### config.mk
export PLATFORM = sky130hd
export DESIGN_NAME = axis_pattern_gen_flat
export DESIGN_NICKNAME = d
export VERILOG_FILES = /design/src/rtl/axis_pattern_gen_if.sv /design/src/rtl/axis_pattern_gen.sv /design/src/flat_wrapper.sv
export SDC_FILE = /design/constraint.sdc
export NUM_CORES = 1
export LEC_CHECK = 0
export ABC_AREA = 0
export CAP_MARGIN = 15
export CORE_ASPECT_RATIO = 1.5
export CORE_MARGIN = 4
export CORE_UTILIZATION = 60
export DETAILED_ROUTE_END_ITERATION = 16
export PLACE_DENSITY = 0.83
export SYNTH_ARGS = -nofsm -noshare
export SYNTH_HDL_FRONTEND = slang
export SYNTH_SLANG_ARGS = --single-unit
### constraint.sdc
create_clock -name m_axis_aclk -period 6.5 [get_ports m_axis_aclk]
set_input_delay 1.3 -clock m_axis_aclk [delete_from_list [all_inputs] [get_ports m_axis_aclk]]
set_output_delay 1.3 -clock m_axis_aclk [all_outputs]
set_load 0.01 [all_outputs]
### src/rtl/axis_pattern_gen_if.sv
// -----------------------------------------------------------------------------
// axis_pattern_gen_if
// AXI4-Stream bundle used by the pattern generator.
//   tdata  [DATA_WIDTH] : pattern beat (master -> slave)
//   tvalid              : beat valid   (master -> slave)
//   tready              : sink ready   (slave  -> master)
//   tlast               : last beat of each line (master -> slave)
//   tuser               : first beat of each frame (master -> slave)
// DATA_WIDTH must match the DATA_WIDTH of the attached generator.
// -----------------------------------------------------------------------------
interface axis_pattern_gen_if #(
  parameter int DATA_WIDTH = 32
);
  logic [DATA_WIDTH-1:0] tdata;
  logic                  tvalid;
  logic                  tready;
  logic                  tlast;
  logic                  tuser;

  modport master (
    output tdata,
    output tvalid,
    output tlast,
    output tuser,
    input  tready
  );

  modport slave (
    input  tdata,
    input  tvalid,
    input  tlast,
    input  tuser,
    output tready
  );
endinterface

### src/rtl/axis_pattern_gen.sv
// -----------------------------------------------------------------------------
// axis_pattern_gen
// AXI4-Stream video-style test pattern source. Emits frames of
// FRAME_WIDTH x FRAME_HEIGHT beats while enable is high; a frame that has
// started is always completed.
//
// Parameters
//   DATA_WIDTH   : tdata width, 8..64
//   FRAME_WIDTH  : beats per line, 2..4095
//   FRAME_HEIGHT : lines per frame, 1..4095
//
// Ports
//   m_axis_aclk    : clock, rising edge
//   m_axis_aresetn : asynchronous active-low reset
//   enable         : level request to generate frames
//   mode           : 0 toggle, 1 count, 2 column ramp, 3 LFSR
//   seed           : pattern start value (sampled at frame start)
//   m_axis         : AXI4-Stream master (tdata/tvalid/tready/tlast/tuser)
//   frame_done     : one-cycle pulse after the final beat of a frame is accepted
//   busy           : high while in RUN
//
// Build option
//   PATGEN_LFSR_EN : when defined, mode 3 is a Galois LFSR; otherwise mode 3
//                    behaves as mode 0 and no LFSR logic is built.
// -----------------------------------------------------------------------------
module axis_pattern_gen #(
  parameter int DATA_WIDTH   = 32,
  parameter int FRAME_WIDTH  = 640,
  parameter int FRAME_HEIGHT = 480
) (
  input  logic                  m_axis_aclk,
  input  logic                  m_axis_aresetn,
  input  logic                  enable,
  input  logic [1:0]            mode,
  input  logic [DATA_WIDTH-1:0] seed,
  axis_pattern_gen_if.master    m_axis,
  output logic                  frame_done,
  output logic                  busy
);

  localparam int XW = (FRAME_WIDTH  > 1) ? $clog2(FRAME_WIDTH)  : 1;
  localparam int YW = (FRAME_HEIGHT > 1) ? $clog2(FRAME_HEIGHT) : 1;
  localparam logic [XW-1:0] X_LAST = XW'(FRAME_WIDTH - 1);
  localparam logic [YW-1:0] Y_LAST = YW'(FRAME_HEIGHT - 1);

  typedef enum logic {IDLE, RUN} state_t;

  state_t                state_reg;
  logic [XW-1:0]         x_reg, x_next;
  logic [YW-1:0]         y_reg, y_next;
  // Beat index within the frame; only its value modulo 2^DATA_WIDTH matters.
  logic [DATA_WIDTH-1:0] idx_reg, idx_next;
  logic [1:0]            mode_reg;
  logic [DATA_WIDTH-1:0] seed_reg;
  logic [DATA_WIDTH-1:0] tdata_reg;
  logic                  tvalid_reg;
  logic                  tlast_reg;
  logic                  tuser_reg;
  logic                  frame_done_reg;
  logic                  busy_reg;

  logic                  accept;
  logic                  frame_end;
  logic                  load_frame;
  logic [DATA_WIDTH-1:0] start_data;
  logic [DATA_WIDTH-1:0] adv_data;

`ifdef PATGEN_LFSR_EN
  // Maximal-length feedback polynomials; tap t maps to mask bit t-1 of a
  // right-shifting Galois register.
  function automatic logic [63:0] tap(input int t);
    return 64'd1 << (t - 1);
  endfunction

  function automatic logic [63:0] lfsr_poly(input int w);
    case (w)
      8:       lfsr_poly = tap(8)  | tap(6)  | tap(5)  | tap(4);
      9:       lfsr_poly = tap(9)  | tap(5);
      10:      lfsr_poly = tap(10) | tap(7);
      11:      lfsr_poly = tap(11) | tap(9);
      12:      lfsr_poly = tap(12) | tap(6)  | tap(4)  | tap(1);
      13:      lfsr_poly = tap(13) | tap(4)  | tap(3)  | tap(1);
      14:      lfsr_poly = tap(14) | tap(5)  | tap(3)  | tap(1);
      15:      lfsr_poly = tap(15) | tap(14);
      16:      lfsr_poly = tap(16) | tap(15) | tap(13) | tap(4);
      17:      lfsr_poly = tap(17) | tap(14);
      18:      lfsr_poly = tap(18) | tap(11);
      19:      lfsr_poly = tap(19) | tap(6)  | tap(2)  | tap(1);
      20:      lfsr_poly = tap(20) | tap(17);
      21:      lfsr_poly = tap(21) | tap(19);
      22:      lfsr_poly = tap(22) | tap(21);
      23:      lfsr_poly = tap(23) | tap(18);
      24:      lfsr_poly = tap(24) | tap(23) | tap(22) | tap(17);
      25:      lfsr_poly = tap(25) | tap(22);
      26:      lfsr_poly = tap(26) | tap(6)  | tap(2)  | tap(1);
      27:      lfsr_poly = tap(27) | tap(5)  | tap(2)  | tap(1);
      28:      lfsr_poly = tap(28) | tap(25);
      29:      lfsr_poly = tap(29) | tap(27);
      30:      lfsr_poly = tap(30) | tap(6)  | tap(4)  | tap(1);
      31:      lfsr_poly = tap(31) | tap(28);
      32:      lfsr_poly = tap(32) | tap(22) | tap(2)  | tap(1);
      33:      lfsr_poly = tap(33) | tap(20);
      34:      lfsr_poly = tap(34) | tap(27) | tap(2)  | tap(1);
      35:      lfsr_poly = tap(35) | tap(33);
      36:      lfsr_poly = tap(36) | tap(25);
      37:      lfsr_poly = tap(37) | tap(5)  | tap(4)  | tap(3) | tap(2) | tap(1);
      38:      lfsr_poly = tap(38) | tap(6)  | tap(5)  | tap(1);
      39:      lfsr_poly = tap(39) | tap(35);
      40:      lfsr_poly = tap(40) | tap(38) | tap(21) | tap(19);
      41:      lfsr_poly = tap(41) | tap(38);
      42:      lfsr_poly = tap(42) | tap(41) | tap(20) | tap(19);
      43:      lfsr_poly = tap(43) | tap(42) | tap(38) | tap(37);
      44:      lfsr_poly = tap(44) | tap(43) | tap(18) | tap(17);
      45:      lfsr_poly = tap(45) | tap(44) | tap(42) | tap(41);
      46:      lfsr_poly = tap(46) | tap(45) | tap(26) | tap(25);
      47:      lfsr_poly = tap(47) | tap(42);
      48:      lfsr_poly = tap(48) | tap(47) | tap(21) | tap(20);
      49:      lfsr_poly = tap(49) | tap(40);
      50:      lfsr_poly = tap(50) | tap(49) | tap(24) | tap(23);
      51:      lfsr_poly = tap(51) | tap(50) | tap(36) | tap(35);
      52:      lfsr_poly = tap(52) | tap(49);
      53:      lfsr_poly = tap(53) | tap(52) | tap(38) | tap(37);
      54:      lfsr_poly = tap(54) | tap(53) | tap(18) | tap(17);
      55:      lfsr_poly = tap(55) | tap(31);
      56:      lfsr_poly = tap(56) | tap(55) | tap(35) | tap(34);
      57:      lfsr_poly = tap(57) | tap(50);
      58:      lfsr_poly = tap(58) | tap(39);
      59:      lfsr_poly = tap(59) | tap(58) | tap(38) | tap(37);
      60:      lfsr_poly = tap(60) | tap(59);
      61:      lfsr_poly = tap(61) | tap(60) | tap(46) | tap(45);
      62:      lfsr_poly = tap(62) | tap(61) | tap(6)  | tap(5);
      63:      lfsr_poly = tap(63) | tap(62);
      default: lfsr_poly = tap(64) | tap(63) | tap(61) | tap(60);
    endcase
  endfunction

  localparam logic [DATA_WIDTH-1:0] LFSR_MASK = DATA_WIDTH'(lfsr_poly(DATA_WIDTH));

  logic [DATA_WIDTH-1:0] lfsr_reg;
  logic [DATA_WIDTH-1:0] lfsr_step;
  logic [DATA_WIDTH-1:0] lfsr_load;

  // An all-zero state would lock the LFSR, so a zero seed loads 1 instead.
  assign lfsr_load = (seed == '0) ? DATA_WIDTH'(1) : seed;

  generate
    for (genvar gi = 0; gi < DATA_WIDTH - 1; gi++) begin : g_lfsr
      assign lfsr_step[gi] = lfsr_reg[gi+1] ^ (LFSR_MASK[gi] & lfsr_reg[0]);
    end
  endgenerate
  assign lfsr_step[DATA_WIDTH-1] = LFSR_MASK[DATA_WIDTH-1] & lfsr_reg[0];
`endif

  always_comb begin
    accept    = tvalid_reg & m_axis.tready;
    frame_end = (x_reg == X_LAST) && (y_reg == Y_LAST);
    // A new frame is loaded from IDLE, or straight after the last beat when
    // enable is still high, so back-to-back frames have no gap cycle.
    load_frame = ((state_reg == IDLE) && enable) || (accept && frame_end && enable);

    idx_next = idx_reg + DATA_WIDTH'(1);
    if (x_reg == X_LAST) begin
      x_next = '0;
      y_next = (y_reg == Y_LAST) ? '0 : y_reg + YW'(1);
    end else begin
      x_next = x_reg + XW'(1);
      y_next = y_reg;
    end

    // Beat 0 of every mode except the LFSR is simply the seed.
    start_data = seed;
`ifdef PATGEN_LFSR_EN
    if (mode == 2'd3) start_data = lfsr_load;
`endif

    case (mode_reg)
      2'd1:    adv_data = seed_reg + idx_next;
      2'd2:    adv_data = seed_reg + DATA_WIDTH'(x_next);
`ifdef PATGEN_LFSR_EN
      2'd3:    adv_data = lfsr_step;
`endif
      default: adv_data = idx_next[0] ? ~seed_reg : seed_reg;
    endcase
  end

  always_ff @(posedge m_axis_aclk or negedge m_axis_aresetn) begin
    if (!m_axis_aresetn) begin
      state_reg      <= IDLE;
      x_reg          <= '0;
      y_reg          <= '0;
      idx_reg        <= '0;
      mode_reg       <= '0;
      seed_reg       <= '0;
      tdata_reg      <= '0;
      tvalid_reg     <= 1'b0;
      tlast_reg      <= 1'b0;
      tuser_reg      <= 1'b0;
      frame_done_reg <= 1'b0;
      busy_reg       <= 1'b0;
`ifdef PATGEN_LFSR_EN
      lfsr_reg       <= '0;
`endif
    end else begin
      frame_done_reg <= accept && frame_end;
      if (load_frame) begin
        state_reg  <= RUN;
        busy_reg   <= 1'b1;
        x_reg      <= '0;
        y_reg      <= '0;
        idx_reg    <= '0;
        mode_reg   <= mode;
        seed_reg   <= seed;
        tdata_reg  <= start_data;
        tvalid_reg <= 1'b1;
        tlast_reg  <= 1'b0;
        tuser_reg  <= 1'b1;
`ifdef PATGEN_LFSR_EN
        lfsr_reg   <= lfsr_load;
`endif
      end else if (accept && frame_end) begin
        state_reg  <= IDLE;
        busy_reg   <= 1'b0;
        x_reg      <= '0;
        y_reg      <= '0;
        idx_reg    <= '0;
        tdata_reg  <= '0;
        tvalid_reg <= 1'b0;
        tlast_reg  <= 1'b0;
        tuser_reg  <= 1'b0;
      end else if (accept) begin
        x_reg      <= x_next;
        y_reg      <= y_next;
        idx_reg    <= idx_next;
        tdata_reg  <= adv_data;
        tlast_reg  <= (x_next == X_LAST);
        tuser_reg  <= 1'b0;
`ifdef PATGEN_LFSR_EN
        lfsr_reg   <= lfsr_step;
`endif
      end
    end
  end

  assign m_axis.tdata  = tdata_reg;
  assign m_axis.tvalid = tvalid_reg;
  assign m_axis.tlast  = tlast_reg;
  assign m_axis.tuser  = tuser_reg;
  assign frame_done    = frame_done_reg;
  assign busy          = busy_reg;

endmodule
### src/flat_wrapper.sv
// flat-port wrapper written by rule: the top's interface ports become plain ports
module axis_pattern_gen_flat 
#(
  parameter int DATA_WIDTH   = 32,
  parameter int FRAME_WIDTH  = 640,
  parameter int FRAME_HEIGHT = 480
)
  (m_axis_aclk, m_axis_aresetn, enable, mode, seed, frame_done, busy, m_axis_tdata, m_axis_tvalid, m_axis_tlast, m_axis_tuser, m_axis_tready);
  axis_pattern_gen_if #(.DATA_WIDTH(DATA_WIDTH)) m_axis_i ();
  input  logic m_axis_aclk;
  input  logic m_axis_aresetn;
  input  logic enable;
  input  logic [1:0] mode;
  input  logic [DATA_WIDTH-1:0] seed;
  output logic frame_done;
  output logic busy;
  output wire logic [$bits(m_axis_i.tdata)-1:0] m_axis_tdata;
  output wire logic [$bits(m_axis_i.tvalid)-1:0] m_axis_tvalid;
  output wire logic [$bits(m_axis_i.tlast)-1:0] m_axis_tlast;
  output wire logic [$bits(m_axis_i.tuser)-1:0] m_axis_tuser;
  input wire logic [$bits(m_axis_i.tready)-1:0] m_axis_tready;
  assign m_axis_tdata = m_axis_i.tdata;
  assign m_axis_tvalid = m_axis_i.tvalid;
  assign m_axis_tlast = m_axis_i.tlast;
  assign m_axis_tuser = m_axis_i.tuser;
  assign m_axis_i.tready = m_axis_tready;
  axis_pattern_gen #(.DATA_WIDTH(DATA_WIDTH), .FRAME_WIDTH(FRAME_WIDTH), .FRAME_HEIGHT(FRAME_HEIGHT)) u_core (.m_axis_aclk(m_axis_aclk), .m_axis_aresetn(m_axis_aresetn), .enable(enable), .mode(mode), .seed(seed), .m_axis(m_axis_i), .frame_done(frame_done), .busy(busy));
endmodule
==> impl_metrics.toml, run 1 <==
[global_route]
grt_max_degree = 65
grt_pass1_vias = 7853
antenna_found_initial = 0
grt_use_total_pct = 30.4
grt_overflow = 0
grt_pass1_wl_mm = 38.2
grtUsageMet3_pct = 5.93
grtUsageMet2_pct = 55.1
busiest_layer = "met2"
use_met1_pct = 33.2

[flow_run]
drv_cap = 0

[synth]
synth.cell_area_um2 = 8220
synth_edf_count = 0
yosys_warnings = 0
async_flop_share_pct = 100
avgSynthCellArea_um2 = 7.85
yosys_register_bits = 121
synth.yosys.seq_area_share_pct = 36.8
synth.distinct_cells = 59
synth_fp_nets = 1122
ys.flop_type = "dfrtp_1"
synth_cells = 1047

[timing]
setup_viol = 0
setup_ws_ps = 1900
clock.fmax_mhz = 217
timing_hold_violations_final = 0
fin_crit_sh_pct = 70.7
final.min_clock_period_ps = 4600
finClkSkew_ps = 9.07
final-max-slew-violation-count = 0
tns_ps = 0
grt_setup_unrepaired = "false"
max_slew.worst_pin.slew_ps = 835
relSlewSlack_pct = 44.3

[critical_path]
slowest_delay_ps = 560
slowest_stage = "nor4_1"
crit_top_cell = "and3_1"
setup.worst_path.class = "flop to flop"
worstReg2RegEnd = "u_core.m_axis.tdata[31]$_DFFE_PN0P_"
r2r_cells = 16
crit_family = "simple AND/OR/NAND/NOR gates"
cp.required_ps = 6810
r2r_slack_ps = 1900
path_max_fanout = 10
worst-endpoint-arrival_ps = 4900
regToRegStartpoint = "u_core.idx_reg[0]$_DFFE_PN0P_"
crit_chain = "ha_1 > and3_1 > nand4_1 > nor4_1 > and3_1 > and3_1 > xnor2_1 > nor2_1 > ha_1 > a21oi_1 > o21ai_0 > a2111oi_0 > nor3_1 > a221oi_1 > xnor2_1 > a31oi_1"
cp-end-kind = "flop"
critPathBufInv = 0
critPathLaunchType = "flop"

[cells_and_area]
layout_commonest_cell = "nand2_1"
multi_input_area_um2 = 4910
fillers = 1051
drive_gt1_share_pct = 5.51
regArea_um2 = 3030
insertedDiodeCount = 0
fin_area_um2 = 9670
final_cell_mix = "251 x nand2_1, 120 x dfrtp_1, 101 x o21ai_0"
area_growth_pct = 17.5
nNetsFinal = 1170

[cts]
cts_setup_buffers = 0
cts_sinks = 121
cts_buffers = 17
ctsResizeCount = 0
clk_pin_slew_ps = 60
clockBufferDepth = 2
clkLatencyLatePin_ps = 430
cts-htree-levels = 4
cts_tree = "yes"
hold_buffers = 0
cts-root-buf = "clkbuf_16"

[detailed_routing]
dr.pass1.iters = 5
viasPerCell = 6.20
vias = 7872
wl_mm = 23.4
detail_route.wl_per_cell_um = 18.4
drc = 0
antenna_left = 0
drt_iter0_drc = 478

[power_and_ir_drop]
swShare_pct = 28.0
p_clk_share_pct = 44.0
power_frac_comb_pct = 17.8
power_density_nw_per_um2 = 237
seq_power_share_pct = 38.1
p_switching_mw = 0.642
p_int_mw = 1.65
leakage_nw = 4.33
ir_drop_mv = 0.174

[hold_path]
hold_start = "u_core.m_axis.tuser$_DFFE_PN0P_"
hp-class = "flop to flop"
min_to = "u_core.m_axis.tuser$_DFFE_PN0P_"
hold_depth = 2

[place]
portBuffers = 74
postPlaceCellArea_um2 = 9040
hpwlAfterDp_mm = 15.9
place_congestion = 0.945
preCtsSetupSlack_ps = 1980

[floorplan]
die_area_um2 = 15700
die_y_um = 151
io_pins = 75
rows = 52
die_width_um = 104
initial_utilization_pct = 61.1
core_area_um2 = 13500

[outcome]
status = "finished clean"
==> cell type report <==
class,count,area share (%)
Clock buffer,21,4.66
Timing Repair Buffer,87,8.65
Tap cell,162,2.10
Clock inverter,11,1.77
Sequential cell,121,31.3
Multi-Input combinational cell,851,50.8
Inverter,17,0.660
==> logic make-up (layout without fill, tap and decap cells) <==
kind of cell | count (synthesis) | in the layout | share of synthesized area, %
AO/OA/AOI/OAI | 263 | 263 | 19.0
XOR/XNOR | 96 | 96 | 10.2
adder cells (fa/ha/maj) | 37 | 37 | 5.72
buffers and inverters | 75 | 136 | 3.65
flip-flops | 121 | 121 | 36.8
multiplexers | 8 | 8 | 1.05
AND/OR/NAND/NOR | 447 | 447 | 23.6
==> routing by layer <==
layer / part of all wire (%) / up-vias
li1: - / 3728
met1: 38 / 3758
met2: 52 / 304
met3: 5.7 / 82
met4: 4.5 / 0
met5: 0 / -
==> through the flow <==
stage	hold WS [ps]	instances	power (mW)	utilization, %
finish	482	1270	2.29	71.8
global route	510	1270	2.39	71.8
CTS	488	1270	2.30	71.8
detailed placement	475	1238	1.29	67.2
global placement	464	1238	1.28	67.2
floorplan	450	1047	1.12	-
==> cells in the mapped netlist (5+ instances only) <==
library cell / n / area share [%]
inv_1: 17 / 0.78
nand2_1: 252 / 12
nand3_1: 21 / 1.3
o211ai_1: 6 / 0.55
xor2_1: 32 / 3.4
mux2_2: 5 / 0.68
nor3_1: 8 / 0.49
nor2b_1: 5 / 0.38
and3_1: 17 / 1.3
o31ai_1: 13 / 1.2
a21o_1: 16 / 1.5
nor2_1: 92 / 4.2
a31oi_1: 31 / 2.4
nand2b_1: 8 / 0.61
xnor2_1: 64 / 6.8
a21oi_1: 60 / 3.7
buf_2: 6 / 0.37
ha_1: 36 / 5.5
o21ai_0: 101 / 6.1
buf_1: 7 / 0.32
clkbuf_1: 43 / 2.0
and2_1: 6 / 0.46
nor4_1: 6 / 0.46
dfrtp_1: 121 / 37
nand4_1: 13 / 0.99
==> how the worst max path moves through the flow <==
stage                     cells after the start                          start                                  end
after global routing                         16  u_core.idx_reg[0]$_DFFE_PN0P_  u_core.m_axis.tdata[31]$_DFFE_PN0P_
after CTS                                    16  u_core.idx_reg[0]$_DFFE_PN0P_  u_core.m_axis.tdata[31]$_DFFE_PN0P_
after floorplan                              18  u_core.idx_reg[1]$_DFFE_PN0P_  u_core.m_axis.tdata[30]$_DFFE_PN0P_
final                                        16  u_core.idx_reg[0]$_DFFE_PN0P_  u_core.m_axis.tdata[31]$_DFFE_PN0P_
after global placement                       16  u_core.idx_reg[0]$_DFFE_PN0P_  u_core.m_axis.tdata[31]$_DFFE_PN0P_
after detailed placement                     16  u_core.idx_reg[0]$_DFFE_PN0P_  u_core.m_axis.tdata[31]$_DFFE_PN0P_
==> worst register-to-register path: cells and delay by family, from the launching register on <==
| family | cells | cell delay, ps |
|---|---|---|
| AO/OA/AOI/OAI | 5 | 1150 |
| XOR/XNOR | 2 | 280 |
| adder cells (fa/ha/maj) | 2 | 660 |
| flip-flops | 1 | 510 |
| AND/OR/NAND/NOR | 7 | 1880 |
==> power groups by stage <==
stage | clock, mW | combinational (mW) | sequential, mW
2_1_floorplan | 0 | 0.243 | 0.877
3_3_place_gp | 0 | 0.398 | 0.880
3_5_place_dp | 0 | 0.405 | 0.883
4_1_cts | 1.02 | 0.409 | 0.872
5_1_grt | 1.05 | 0.453 | 0.882
6_report | 1.01 | 0.409 | 0.874
(Power assumes the default switching activity.)
==> inputs of run 2 (changes only) <==
--- a/config.mk
+++ b/config.mk
@@ -9,9 +9,9 @@
 export CAP_MARGIN = 15
 export CORE_ASPECT_RATIO = 1.5
 export CORE_MARGIN = 4
-export CORE_UTILIZATION = 60
+export CORE_UTILIZATION = 53
 export DETAILED_ROUTE_END_ITERATION = 16
-export PLACE_DENSITY = 0.83
+export PLACE_DENSITY = 0.77
 export SYNTH_ARGS = -nofsm -noshare
 export SYNTH_HDL_FRONTEND = slang
 export SYNTH_SLANG_ARGS = --single-unit
==> constraint.sdc (replaced) <==
create_clock -name m_axis_aclk -period 4 [get_ports m_axis_aclk]
set_input_delay 0.8 -clock m_axis_aclk [delete_from_list [all_inputs] [get_ports m_axis_aclk]]
set_output_delay 0.8 -clock m_axis_aclk [all_outputs]
set_load 0.01 [all_outputs]
==> run 2 against run 1 <==
Effect of this change:
- sequential cell count did not move
- worst hold slack got worse by 13 ps
- combinational power rose by 96%
==> impl_metrics.toml, run 2 (same netlist as run 1, synthesis figures left out) <==
[flow_run]
drv_cap = 0

[cells_and_area]
insertedDiodeCount = 0
nNetsFinal = 1244
area_growth_pct = 27.4
final_core_util_pct = 69.2
fillers = 1225
layout.cells.non_filler = 1381
drive_gt1_share_pct = 14.4
final_cell_mix = "250 x nand2_1, 118 x dfrtp_1, 96 x o21ai_0"
layout_commonest_cell = "nand2_1"

[detailed_routing]
dr.pass1.iters = 6
detail_route.wl_per_cell_um = 18.1
drc = 0
drt_iter0_drc = 570
vias = 8237
viasPerCell = 5.96
wl_mm = 24.9
antenna_left = 0

[floorplan]
initial_utilization_pct = 54.3
core_area_um2 = 15100
die_y_um = 161
io_pins = 75
rows = 55
die_width_um = 110
die_area_um2 = 17600

[critical_path]
regToRegStartpoint = "u_core.idx_reg[0]$_DFFE_PN0P_"
cp-end-kind = "flop"
cp.required_ps = 4350
r2r_cells = 14
crit_start = "u_core.idx_reg[0]$_DFFE_PN0P_"
r2r_slack_ps = 40
worstReg2RegEnd = "u_core.m_axis.tdata[30]$_DFFE_PN0P_"
path_max_fanout = 24
worst-endpoint-arrival_ps = 4320
critPathLaunchType = "flop"
endpoint = "u_core.m_axis.tdata[30]$_DFFE_PN0P_"
setup.worst_path.class = "flop to flop"

[place]
portBuffers = 74
preCtsSetupSlack_ps = 51.5
dp_cells = 1339
place_congestion = 0.934
hpwlAfterDp_mm = 17.5

[cts]
cts_sinks = 121
cts-htree-levels = 4
clkLatencyLatePin_ps = 430
clk_pin_slew_ps = 60
cts_buffers = 17
hold_buffers = 0
cts-root-buf = "clkbuf_16"
cts_tree = "yes"
clockBufferDepth = 2

[global_route]
grt_pass1_vias = 7987
grt_overflow = 0
grt_use_total_pct = 28.1
grt_pass1_wl_mm = 38.9
antenna_found_initial = 0
grt_max_degree = 61

[timing]
final-max-slew-violation-count = 0
relSlewSlack_pct = 41.4
finClkSkew_ps = 7.72
tns_ps = 0
max_slew.worst_pin.slew_ps = 879
final.min_clock_period_ps = 3960
fin_crit_sh_pct = 99.1
timing_hold_violations_final = 0
clock.fmax_mhz = 252
setup_viol = 0
setup_ws_ps = 35.4

[power_and_ir_drop]
power_density_nw_per_um2 = 370
ir_drop_mv = 0.253
leakage_nw = 4.77

[hold_path]
hp-class = "primary input to asynchronous set/reset pin"

[outcome]
status = "finished clean"
run 2: where the power goes:
group | leakage (nW) | internal [mW] | total, mW | switching (mW)
Clock | 0.315 | 1.13 | 1.68 | 0.550
Combinational | 2.86 | 0.378 | 0.802 | 0.424
Sequential | 1.60 | 1.32 | 1.40 | 0.0796
Total | 4.77 | 2.83 | 3.88 | 1.05
run 2: timing repair:
| item | CTS | global route |
|---|---|---|
| setup endpoints to repair | 0 | 16 |
| hold endpoints to repair | 0 | 0 |
| gates resized for setup | 0 | 51 |
| setup buffers | 0 | 10 |
run 2: worst min-delay path by stage:
stage | slack [ps] | endpoint | depth (start not counted) | from
2_1_floorplan | 450 | u_core.mode_reg[1]$_DFFE_PN0N_ | 2 | u_core.mode_reg[1]$_DFFE_PN0N_
3_3_place_gp | 460 | u_core.m_axis.tuser$_DFFE_PN0P_ | 2 | u_core.m_axis.tuser$_DFFE_PN0P_
3_5_place_dp | 460 | u_core.m_axis.tuser$_DFFE_PN0P_ | 2 | u_core.m_axis.tuser$_DFFE_PN0P_
4_1_cts | 480 | u_core.m_axis.tuser$_DFFE_PN0P_ | 2 | u_core.m_axis.tuser$_DFFE_PN0P_
5_1_grt | 520 | u_core.y_reg[1]$_DFFE_PN0P_ | 1 | m_axis_aresetn
6_report | 470 | u_core.y_reg[7]$_DFFE_PN0P_ | 1 | m_axis_aresetn
run 2: layout make-up:
class | count | area [um2] | area share, %
multi-input combinational | 851 | 5080 | 48.5
sequential | 121 | 3030 | 28.9
timing repair buffer | 161 | 1420 | 13.5
clock buffer | 23 | 468 | 4.46
tap | 199 | 249 | 2.38
clock inverter | 9 | 170 | 1.62
inverter | 17 | 63.8 | 0.609
run 2: critical path: stages (launching register included):
cell and delay (ps):
dfrtp_2 380, buf_4 390, nand3_1 240, xor2_1 210, o21ai_0 460, ha_1 300
a21o_1 140, a21oi_1 110, a211o_1 340, a21o_1 220, nand2_2 100, a31oi_1 90
a211o_1 370, or3_1 360, a31oi_1 160
run 2: stage by stage:
stage	hold slack [ps]	instance area, um2	total power [mW]
CTS	478	10200	3.86
floorplan	450	8220	1.82
finish	469	10500	3.88
detailed placement	464	9600	2.17
global route	520	10500	4.04
global placement	464	9600	2.15
run 2: layer usage:
metal	GRT usage (%)	vias up	wire length [um]
li1	-	3876	-
met1	32.1	3947	9580
met2	49.1	325	13000
met3	5.35	89	1310
met4	14.0	0	1100
met5	0	-	0
==> inputs of run 3 (changes only) <==
--- a/config.mk
+++ b/config.mk
@@ -9,9 +9,9 @@
 export CAP_MARGIN = 15
 export CORE_ASPECT_RATIO = 1.5
 export CORE_MARGIN = 4
-export CORE_UTILIZATION = 53
+export CORE_UTILIZATION = 59
 export DETAILED_ROUTE_END_ITERATION = 16
-export PLACE_DENSITY = 0.77
+export PLACE_DENSITY = 0.82
 export SYNTH_ARGS = -nofsm -noshare
 export SYNTH_HDL_FRONTEND = slang
 export SYNTH_SLANG_ARGS = --single-unit
==> constraint.sdc (replaced) <==
create_clock -name m_axis_aclk -period 4.5 [get_ports m_axis_aclk]
set_input_delay 0.9 -clock m_axis_aclk [delete_from_list [all_inputs] [get_ports m_axis_aclk]]
set_output_delay 0.9 -clock m_axis_aclk [all_outputs]
set_load 0.01 [all_outputs]
==> run 3 against run 2 <==
Effect of this change:
- highest routed layer unchanged
- core utilization rose by 2.5 points
- setup slack improved by 160 ps
- largest power group unchanged
- via count fell by 5.5%
- worst hold slack improved by 15 ps
- non-clock buffer count fell by 65
- critical path depth rose by 5
==> impl_metrics.toml, run 3 (same netlist as run 1, synthesis figures left out) <==
[cells_and_area]
final_core_util_pct = 71.8
layout.cells.non_filler = 1279
fin_area_um2 = 9760
insertedDiodeCount = 0
area_growth_pct = 18.7
fillers = 1074
final_cell_mix = "251 x nand2_1, 120 x dfrtp_1, 101 x o21ai_0"
layout_commonest_cell = "nand2_1"
drive_gt1_share_pct = 6.54
nNetsFinal = 1179
regArea_um2 = 3030
multi_input_area_um2 = 4930

[timing]
grt_setup_unrepaired = "true"
fin_crit_sh_pct = 95.6
timing_hold_violations_final = 0
setup_viol = 0
final-max-slew-violation-count = 0
clock.fmax_mhz = 233
final.min_clock_period_ps = 4300
relSlewSlack_pct = 29.6
max_slew.worst_pin.slew_ps = 1060
finClkSkew_ps = 6.44
tns_ps = 0

[floorplan]
rows = 52
io_pins = 75
die_width_um = 104
die_area_um2 = 15900
initial_utilization_pct = 60.5
die_y_um = 153
core_area_um2 = 13600

[detailed_routing]
dr.pass1.iters = 5
wl_mm = 23.3
antenna_left = 0
viasPerCell = 6.09
vias = 7787
detail_route.wl_per_cell_um = 18.2
drt_iter0_drc = 544
drc = 0

[critical_path]
critPathLaunchType = "flop"
worst-endpoint-arrival_ps = 4650
setup.worst_path.class = "flop to flop"
slowest_delay_ps = 420
cp-end-kind = "flop"
slowest_stage = "dfrtp_1"
crit_chain = "ha_1 > nand3_1 > buf_4 > nor3_2 > nor2_1 > nand2_1 > o21ai_0 > ha_1 > inv_1 > fa_1 > nor2b_1 > o2111ai_1 > a211o_1 > a21o_1 > nand2_1 > a31oi_1 > a211o_1 > or3_1 > a31oi_1"
path_max_fanout = 7
cp.required_ps = 4850

[place]
place_congestion = 0.959
dp_cells = 1247
postPlaceCellArea_um2 = 9130
hpwlAfterDp_mm = 16.3
portBuffers = 74

[cts]
hold_buffers = 0
clkLatencyLatePin_ps = 430
cts_buffers = 17
cts_sinks = 121
clk_pin_slew_ps = 60
clockBufferDepth = 2
cts-root-buf = "clkbuf_16"
cts-htree-levels = 4
cts_tree = "yes"

[outcome]
status = "finished clean"

[global_route]
grt_use_total_pct = 29.6
grt_pass1_vias = 7713
grt_overflow = 0
grt_pass1_wl_mm = 38.1
grt_max_degree = 82
antenna_found_initial = 0

[power_and_ir_drop]
power_density_nw_per_um2 = 338
leakage_nw = 4.40
ir_drop_mv = 0.226

[hold_path]
hp-class = "flop to flop"

[flow_run]
drv_cap = 0
[run 3: cell types whose count changed in the layout (fill, tap and decap cells not counted), moves of 5 or more]
cell and delta:
nor2_2 -6, buf_4 -63, and3_1 +7, nor2_1 +6
and3_4 -7, o21ai_0 +5
[run 3: area by class of cell]
class	instances	area share, %
Timing Repair Buffer	96	9.39
Clock inverter	7	1.15
Sequential cell	121	31.0
Clock buffer	25	5.18
Inverter	17	0.654
Tap cell	162	2.08
Multi-Input combinational cell	851	50.5
[run 3: report_power, final]
| part | switching, mW | internal, mW | leakage (nW) |
|---|---|---|---|
| clock network | 0.494 | 0.941 | 0.303 |
| logic | 0.324 | 0.280 | 2.49 |
| registers | 0.0865 | 1.17 | 1.60 |
[run 3: worst max-delay path: cells and delay by family (launching register included)]
kind,cells,cell delay (ps)
fa+ha+maj,3,960
buf+inv,2,220
compound gates,7,1480
flops,1,420
simple gates,7,1140
[run 3: routing by layer]
metal  up-vias  GRT usage, %  part of all wire [%]
li1       3737             -                     -
met1      3722          33.6                    38
met2       272          53.8                    54
met3        56          4.37                   5.4
met4         0          14.6                   3.1
met5         -             0                     0
[run 3: worst paths after layout]
| path | slack, ps | startpoint | cells past startpoint | endpoint |
|---|---|---|---|---|
| setup reg to reg | 200 | u_core.x_reg[0]$_DFFE_PN0P_ | 19 | u_core.m_axis.tdata[30]$_DFFE_PN0P_ |
| min in group asynchronous | 660 | m_axis_aresetn | 1 | u_core.x_reg[4]$_DFFE_PN0P_ |
| hold reg to reg | 480 | u_core.m_axis.tlast$_DFFE_PN0P_ | 2 | u_core.m_axis.tlast$_DFFE_PN0P_ |
| max in group asynchronous | 3070 | m_axis_aresetn | 2 | u_core.idx_reg[0]$_DFFE_PN0P_ |
| setup / recovery | 200 | u_core.x_reg[0]$_DFFE_PN0P_ | 19 | u_core.m_axis.tdata[30]$_DFFE_PN0P_ |
| hold / removal | 480 | u_core.m_axis.tlast$_DFFE_PN0P_ | 2 | u_core.m_axis.tlast$_DFFE_PN0P_ |
[run 3: through the flow]
step                      hold WS [ps]  power, mW  setup WS, ps
after floorplan                    450       1.62           509
after global placement             461       1.85           356
after detailed placement           467       1.86           250
after CTS                          489       3.30           214
after global routing               526       3.42         -65.6
final                              484       3.29           200
[run 3: repair_timing]
item                       in CTS  in global routing
setup endpoints to repair       0                  7
resized for setup               0                  3
buffers inserted                0                  0
